--- config.mk ---
export PLATFORM = sky130hd
export DESIGN_NAME = unpacked_stream_seq_flat
export DESIGN_NICKNAME = d
export VERILOG_FILES = /design/src/rtl/unpacked_stream_seq_if.sv /design/src/rtl/unpacked_stream_seq.sv /design/src/flat_wrapper.sv
export SDC_FILE = /design/constraint.sdc
export NUM_CORES = 1
export LEC_CHECK = 0
export ABC_AREA = 1
export CAP_MARGIN = 20
export CORE_MARGIN = 2
export CORE_UTILIZATION = 39
export CTS_CLUSTER_DIAMETER = 200
export CTS_CLUSTER_SIZE = 40
export DETAILED_ROUTE_END_ITERATION = 10
export PLACE_DENSITY = 0.68
export SLEW_MARGIN = 20
export SYNTH_ARGS = -nofsm -noshare
export SYNTH_HDL_FRONTEND = slang
export SYNTH_SLANG_ARGS = --single-unit
--- constraint.sdc ---
create_clock -name clk -period 2.7 [get_ports clk]
set_input_delay 0.27 -clock clk [delete_from_list [all_inputs] [get_ports clk]]
set_output_delay 0.27 -clock clk [all_outputs]
set_load 0.01 [all_outputs]
--- src/rtl/unpacked_stream_seq_if.sv ---
// Stream bundle: packed-frame input handshake plus element output handshake.
// The DUT side takes the slave modport; the frame producer/element consumer takes master.
interface unpacked_stream_seq_if #(
   parameter int ELEM_W   = 4,
   parameter int NUM_ELEM = 5
);
   localparam int IDX_W = $clog2(NUM_ELEM);

   logic                       in_valid;
   logic                       in_ready;
   logic [ELEM_W*NUM_ELEM-1:0] in_data;
   logic                       in_rev;
   logic                       out_valid;
   logic                       out_ready;
   logic [ELEM_W-1:0]          out_elem;
   logic [IDX_W-1:0]           out_idx;
   logic                       out_last;

   modport slave (
      input  in_valid, in_data, in_rev, out_ready,
      output in_ready, out_valid, out_elem, out_idx, out_last
   );

   modport master (
      output in_valid, in_data, in_rev, out_ready,
      input  in_ready, out_valid, out_elem, out_idx, out_last
   );
endinterface

--- src/rtl/unpacked_stream_seq.sv ---
// Registers a packed frame and emits its elements one per cycle, first element the cycle after accept.
// Elements stall while out_ready is low; a new frame is taken only when idle or on the last handshake.
module unpacked_stream_seq #(
   parameter int ELEM_W   = 4,
   parameter int NUM_ELEM = 5
) (
   input  logic                  clk,
   input  logic                  rst_n,
   input  logic                  abort,
   output logic                  busy,
   unpacked_stream_seq_if.slave  bus
);
   localparam int IDX_W = $clog2(NUM_ELEM);
   localparam logic [IDX_W-1:0] LAST_IDX = IDX_W'(NUM_ELEM - 1);
   localparam logic [IDX_W-1:0] ONE      = IDX_W'(1);

   localparam logic [0:0] IDLE   = 1'b0;
   localparam logic [0:0] STREAM = 1'b1;

   logic [0:0]        state_q;
   logic [ELEM_W-1:0] frame_q [NUM_ELEM];
   logic              rev_q;
   logic [IDX_W-1:0]  idx_q;
   logic              hs;
   logic              accept;

   assign bus.out_valid = (state_q == STREAM);
   assign busy          = (state_q == STREAM);
   assign bus.out_elem  = frame_q[idx_q];
   assign bus.out_idx   = idx_q;
   // The terminal index depends on the direction latched with the frame.
   assign bus.out_last  = bus.out_valid && (rev_q ? (idx_q == '0) : (idx_q == LAST_IDX));

   assign hs           = bus.out_valid && bus.out_ready;
   assign bus.in_ready = !abort && ((state_q == IDLE) || (hs && bus.out_last));
   assign accept       = bus.in_valid && bus.in_ready;

   always_ff @(posedge clk or negedge rst_n) begin
      if (!rst_n) begin
         state_q <= IDLE;
         rev_q   <= 1'b0;
         idx_q   <= '0;
         for (int i = 0; i < NUM_ELEM; i++) begin
            frame_q[i] <= '0;
         end
      end else if (abort) begin
         state_q <= IDLE;
      end else if (accept) begin
         // Element 0 is the most-significant slice, as a packed-to-unpacked cast would give.
         for (int i = 0; i < NUM_ELEM; i++) begin
            frame_q[i] <= bus.in_data[ELEM_W*(NUM_ELEM-i)-1 -: ELEM_W];
         end
         rev_q   <= bus.in_rev;
         idx_q   <= bus.in_rev ? LAST_IDX : '0;
         state_q <= STREAM;
      end else if (hs) begin
         if (bus.out_last) begin
            state_q <= IDLE;
         end else begin
            idx_q <= rev_q ? (idx_q - ONE) : (idx_q + ONE);
         end
      end
   end
endmodule

--- src/flat_wrapper.sv ---
// flat-port wrapper written by rule: the top's interface ports become plain ports
module unpacked_stream_seq_flat 
#(
   parameter int ELEM_W   = 4,
   parameter int NUM_ELEM = 5
)
  (clk, rst_n, abort, busy, bus_in_valid, bus_in_data, bus_in_rev, bus_out_ready, bus_in_ready, bus_out_valid, bus_out_elem, bus_out_idx, bus_out_last);
  unpacked_stream_seq_if #(.ELEM_W(ELEM_W), .NUM_ELEM(NUM_ELEM)) bus_i ();
  input  logic clk;
  input  logic rst_n;
  input  logic abort;
  output logic busy;
  input wire logic [$bits(bus_i.in_valid)-1:0] bus_in_valid;
  input wire logic [$bits(bus_i.in_data)-1:0] bus_in_data;
  input wire logic [$bits(bus_i.in_rev)-1:0] bus_in_rev;
  input wire logic [$bits(bus_i.out_ready)-1:0] bus_out_ready;
  output wire logic [$bits(bus_i.in_ready)-1:0] bus_in_ready;
  output wire logic [$bits(bus_i.out_valid)-1:0] bus_out_valid;
  output wire logic [$bits(bus_i.out_elem)-1:0] bus_out_elem;
  output wire logic [$bits(bus_i.out_idx)-1:0] bus_out_idx;
  output wire logic [$bits(bus_i.out_last)-1:0] bus_out_last;
  assign bus_i.in_valid = bus_in_valid;
  assign bus_i.in_data = bus_in_data;
  assign bus_i.in_rev = bus_in_rev;
  assign bus_i.out_ready = bus_out_ready;
  assign bus_in_ready = bus_i.in_ready;
  assign bus_out_valid = bus_i.out_valid;
  assign bus_out_elem = bus_i.out_elem;
  assign bus_out_idx = bus_i.out_idx;
  assign bus_out_last = bus_i.out_last;
  unpacked_stream_seq #(.ELEM_W(ELEM_W), .NUM_ELEM(NUM_ELEM)) u_core (.clk(clk), .rst_n(rst_n), .abort(abort), .busy(busy), .bus(bus_i));
endmodule
# ---- After elaboration in Yosys (flattened, before gate mapping)
# Index checks and enable logic that the tools add are counted.
dict set report word_totals {
  output_inout_bits 11
  word_cells 43
  regBits 25
  in_bits 26
}
dict set report classes {
  reduce_logical 14
  addsub 2
  eq_ne 2
  bitwise 3
  magnitude_cmp 1
  muxes 13
}
# cell count
set ops {}
lappend ops {{$mux W3} 5}
lappend ops {{$bmux W4 S3} 1}
lappend ops {{$mux W4} 2}
lappend ops {{$reduce_bool A3 Y1} 2}
lappend ops {{$logic_and A1 B1 Y1} 5}
lappend ops {{$mux W1} 5}
lappend ops {{$ge A4 B4 Y1 const B} 1}
lappend ops {{$not A3 Y4} 1}
lappend ops {{$reduce_and A2 Y1} 2}
lappend ops {{$add A3 B1 Y3 const B} 1}
lappend ops {{$eq A3 B3 Y1 const B} 1}
lappend ops {{$logic_not A3 Y1} 1}
lappend ops {{$reduce_and A3 Y1} 1}
lappend ops {{$sub A3 B1 Y3 const B} 1}
lappend ops {{$ne A2 B2 Y1 const B} 1}
lappend ops {{$not A1 Y1} 2}
lappend ops {{$reduce_bool A2 Y1} 1}
lappend ops {{$logic_not A1 Y1} 1}
lappend ops {{$logic_or A1 B1 Y1} 1}

# ---- Logic depth before layout (Yosys ltp)
dict set report depth {
  word_depth 9
  mapped_depth 12
  depth_no_buf 12
}

# ---- Least setup slack after synthesis
# No wires, ideal clock.
dict set report synth_timing {
  path_kind {flip-flop to flip-flop}
  startpoint {reg u_core.idx_q[0] (netlist: u_core.bus.out_idx[0])}
  endpoint {reg u_core.idx_q[2] (netlist: u_core.bus.out_idx[2])}
  stages_incl_launch_ff 11
  path_slack_ns 1.260
  period_less_slack_ns 1.440
  setup_time_ns 0.113
  required_time_ns 2.587
  arrival_time_ns 1.327
  n_path_buf 0
  path_cell_list {dfrtp_1 -> inv_4 -> fa_1 -> nand2_1 -> nand2_1 -> inv_1 -> nand2_1 -> nand2_1 -> nand2_1 -> nand2_1 -> inv_1}
}
dict set report synth_between {
  elab_chain_len 9
  elab_cells_between_ends 17
  classes_between {add/sub: 2; eq/ne: 2; mux: 5; reduce/logical: 8}
}
# element line_no
set synth_lines {}
lappend synth_lines {{from (decl)} unpacked_stream_seq.sv:23} ;# logic [IDX_W-1:0] idx_q;
lappend synth_lines {{from (signal assigned)} unpacked_stream_seq.sv:54} ;# idx_q <= bus.in_rev ? LAST_IDX : '0;
lappend synth_lines {{from (signal assigned)} unpacked_stream_seq.sv:60} ;# idx_q <= rev_q ? (idx_q - ONE) : (idx_q + ONE);
lappend synth_lines {{$eq A3 B3 Y1 or $logic_not A3 Y1 (tied branches)} unpacked_stream_seq.sv:32} ;# assign bus.out_last = bus.out_valid && (rev_q ? (idx_q == '0) : (idx_q == LAST_IDX));
lappend synth_lines {{$mux W1} unpacked_stream_seq.sv:32}
lappend synth_lines {{$logic_and A1 B1 Y1} unpacked_stream_seq.sv:32}
lappend synth_lines {{$logic_and A1 B1 Y1} unpacked_stream_seq.sv:35} ;# assign bus.in_ready = !abort && ((state_q == IDLE) || (hs && bus.out_last));
lappend synth_lines {{$logic_or A1 B1 Y1} unpacked_stream_seq.sv:35}
lappend synth_lines {{$logic_and A1 B1 Y1} unpacked_stream_seq.sv:35}
lappend synth_lines {{$logic_and A1 B1 Y1} unpacked_stream_seq.sv:36} ;# assign accept = bus.in_valid && bus.in_ready;
lappend synth_lines {{$ne A2 B2 Y1 (no source line) or $reduce_bool A2 Y1 (tied branches)} --}
lappend synth_lines {{$reduce_and A3 Y1 (no source line)} --}
# Parallel ways exist; a longest one is shown, timed or not. The select of a mux whose other input is x is not followed.
# A chain may end at the register's enable or synchronous reset.

# ---- Worst setup path after layout
dict set report layout_timing {
  startpoint {reg u_core.idx_q[0] (netlist: u_core.bus.out_idx[0])}
  endpoint {out bus_in_ready}
}
dict set report layout_between {
  elab_chain_len 6
  elab_cells_between_ends 7
  classes_between {eq/ne: 1; mux: 1; reduce/logical: 5}
}
# element line_no
set layout_lines {}
lappend layout_lines {{$eq A3 B3 Y1 or $logic_not A3 Y1 (tied branches)} unpacked_stream_seq.sv:32}
lappend layout_lines {{$mux W1 (*)} unpacked_stream_seq.sv:32}
lappend layout_lines {{$logic_and A1 B1 Y1 (*)} unpacked_stream_seq.sv:32}
lappend layout_lines {{$logic_and A1 B1 Y1 (*)} unpacked_stream_seq.sv:35}
lappend layout_lines {{$logic_or A1 B1 Y1 (*)} unpacked_stream_seq.sv:35}
lappend layout_lines {{$logic_and A1 B1 Y1 (*)} unpacked_stream_seq.sv:35}
lappend layout_lines {{to (decl)} flat_wrapper.sv:17} ;# output wire logic [$bits(bus_i.in_ready)-1:0] bus_in_ready;
# Every way passes the cells marked *; elsewhere a longest branch is shown, timed or not.

==> run_results.csv <==
group,metric,value,unit
detailed_routing,totalWireLength,2671,µm
detailed_routing,wire_per_inst,10.52,µm
synthesis,ys_ff_latch,25,
synthesis,synthesis.nets,197,
floorplan,num_rows,22,
detailed_routing,first_iter_violations,55,
clocking,clk_pin_slew,0.08,ns
floorplan,io_pins,37,
synthesis,synth_area_per_cell,8.508,µm²
grt,antenna_found_initial,0,
timing,setup-tns-final,0,ns
final_layout,n_fill_cell,347,
timing,fin_ws,0.4402,ns
clocking,clkLatencyLatePin,0.27,ns
floorplan,die_area,4212,µm²
timing,fin_hold_ws,0.3574,ns
clocking,clkSinkCount,25,
final_layout,insertedDiodeCount,0,
timing,slew_viol_final,0,
clocking,cts_tree,"done",
power,p_per_area,607.5,nW/µm²
grt,track_usage,13.91,%
final_layout,drive_gt1_share,26.70,%
final_layout,area_growth_syn_to_layout,28.98,%
final_layout,layout.nets,234,
worst_setup_path,worstPathArrival,1.99,ns
power,finalPower,1.133,mW
worst_setup_path,r2r_cells,10,
timing,hold_violations,0,
worst_setup_path,r2r_start,"u_core.bus.out_idx[0]",
detailed_routing,routed_via_density,4.425,
power,p_leak,0.9188,nW
timing,slew-limit-headroom,58.22,%
floorplan,die_y,64.90,µm
place,pre_cts_ws,0.7113,ns
worst_setup_path,crit_family,"buffers and inverters",
synthesis,yosys.area.top_type,"dfrtp_1",
worst_setup_path,startpoint_type,"flop",
timing,fmax,442.5,MHz
synthesis,synth_top_area_share,43.25,%
timing,finalSetupViolCount,0,
synthesis,syn_inst,170,
worst_setup_path,critical_path_required,2.43,ns
status,status,"complete, no violations",
synthesis,yosysWarnings,0,
synthesis,yosys-top-cells-area,"dfrtp_1 (43%), o21ai_2 (10%), nand2_2 (8.2%)",
detailed_routing,drc,0,
grt,grt_pass1_vias,1045,
grt,grt_overflow,0,
floorplan,start_util,40.11,%
timing,fin_worst_skew,0.001230,ns
worst_setup_path,slowest_delay,0.54,ns
hold_path,hp-class,"primary input to async pin",
synthesis,synth.distinct_cells,24,
clocking,numCtsBuffers,3,
clocking,cts_setup_buffers,0,
worst_setup_path,crit_buf_inv,3,
clocking,clk_path_buf_depth,2,
clocking,ctsHoldBuffers,0,
place,routabilityCongestion,0.8275,
grt,grt_pass1_wl,4547,µm
timing,worst_pin_slew,0.6267,ns
clocking,htreeDepth,1,
timing,finalWorstPathRequiredPeriod,2.260,ns
place,place_hpwl,1943,µm
detailed_routing,firstDrtPassIters,4,
worst_setup_path,cp_max_fo,14,
grt,grt_max_degree,47,
run,drv_cap,0,
floorplan,die_w,64.90,µm
detailed_routing,ant_nets,0,
synthesis,yosysSeqAreaShare,43.25,%
timing,rsz0062_at_grt,"false",
power,vdd_drop_max,0.2841,mV
place,portBuffers,36,
worst_setup_path,crit_path_end_kind,"output pin",
worst_setup_path,critPathKind,"flop to output pin",
worst_setup_path,cp_cell_sequence,"inv_4 -> nand2_2 -> nor2_2 -> nand3_2 -> nand2_4 -> inv_1 -> nor2_1 -> clkdlybuf4s50_1",
timing,fin_crit_sh,83.69,%
synthesis,netlist_area,1446,µm²
clocking,post_cts_resized,0,
floorplan,coreArea,3606,µm²
detailed_routing,via_count,1124,
final_layout,final_util,51.73,%
clocking,cts_root_buf,"clkbuf_8",
worst_setup_path,rr_endpoint,"u_core.bus.out_idx[2]",
worst_setup_path,reg2reg_slack,0.75,ns
worst_setup_path,critPathSlowestCell,"dfrtp_1",
## through the flow
stage | instance area (µm²) | cells
after floorplan | 1446 | 170
after global placement | 1821 | 250
after detailed placement | 1821 | 250
after CTS | 1866 | 254
after global routing | 1866 | 254
final | 1866 | 254
## flip-flops by register name, summed over array words and instances, names as in the netlist
signal                count
u_core.rev_q              1
u_core.bus.out_valid      1
u_core.bus.out_idx        3
u_core.frame_q           20
## where the power goes
group | switching [mW] | internal, mW | leakage [nW] | total (mW)
Clock | 0.115 | 0.106 | 0.0228 | 0.221
Sequential | 0.0654 | 0.439 | 0.307 | 0.505
Combinational | 0.205 | 0.202 | 0.589 | 0.408
Total | 0.386 | 0.747 | 0.919 | 1.13
## cells in the mapped netlist, drive strengths merged
library cell,instances
nand3,16
a21oi,6
inv,34
nand4,1
o21ai,23
nor2,11
fa,1
o22ai,1
nand2,46
dfrtp,25
buf,6
## metal layers
layer | wire length, µm | track usage (%) | share of wire (%) | vias up
li1 | - | - | - | 600
met1 | 1249 | 18.16 | 47 | 490
met2 | 1217 | 22.55 | 46 | 29
met3 | 145 | 2.257 | 5.4 | 5
met4 | 58 | 6.383 | 2.2 | 0
met5 | 0 | 0 | 0 | -
## cells in the final DEF (no fill, tap or decap), drive strengths merged, types with 2 or more instances in the layout
cell type,n
clkbuf,4
nand3,16
nor2,11
a21oi,6
clkdlybuf4s50,36
buf,2
o21ai,23
nand2,46
inv,34
dfrtp,25
## kinds of logic after synthesis
group	Yosys count	synth area share, %
simple gates	74	26.30
buf+inv	40	13.41
compound gates	30	15.66
flops	25	43.25
fa+ha+maj	1	1.384
## how the worst max path moves through the flow
| stage | startpoint | to | slack, ns | depth (start not counted) |
|---|---|---|---|---|
| floorplan | u_core.bus.out_idx[0] | u_core.bus.out_idx[2] | 1.26 | 10 |
| global placement | u_core.bus.out_idx[0] | bus_in_ready | 0.75 | 8 |
| detailed placement | u_core.bus.out_idx[0] | bus_in_ready | 0.71 | 8 |
| CTS | u_core.bus.out_idx[0] | bus_in_ready | 0.41 | 8 |
| global route | u_core.bus.out_idx[0] | bus_in_ready | 0.24 | 8 |
| finish | u_core.bus.out_idx[0] | bus_in_ready | 0.44 | 8 |
## cell type report
| cell class | instances | area, µm² | share of cell area [%] |
|---|---|---|---|
| Clock buffer | 4 | 45.04 | 2.414 |
| Inverter | 34 | 132.6 | 7.109 |
| Multi-Input combinational cell | 105 | 626.9 | 33.60 |
| Sequential cell | 25 | 625.6 | 33.53 |
| Tap cell | 48 | 60.06 | 3.219 |
| Timing Repair Buffer | 38 | 375.4 | 20.12 |
## worst register-to-register path: stages, from the launching register on
cell and delay [ns]:
dfrtp_1 0.62, inv_4 0.11, nand2_2 0.10, nor2_2 0.04
nand3_2 0.06, nand2_4 0.06, nand3_4 0.06, buf_4 0.51
nand3_1 0.16, nand2_1 0.10, inv_1 0.04
Power figures use the tool's default switching activity.
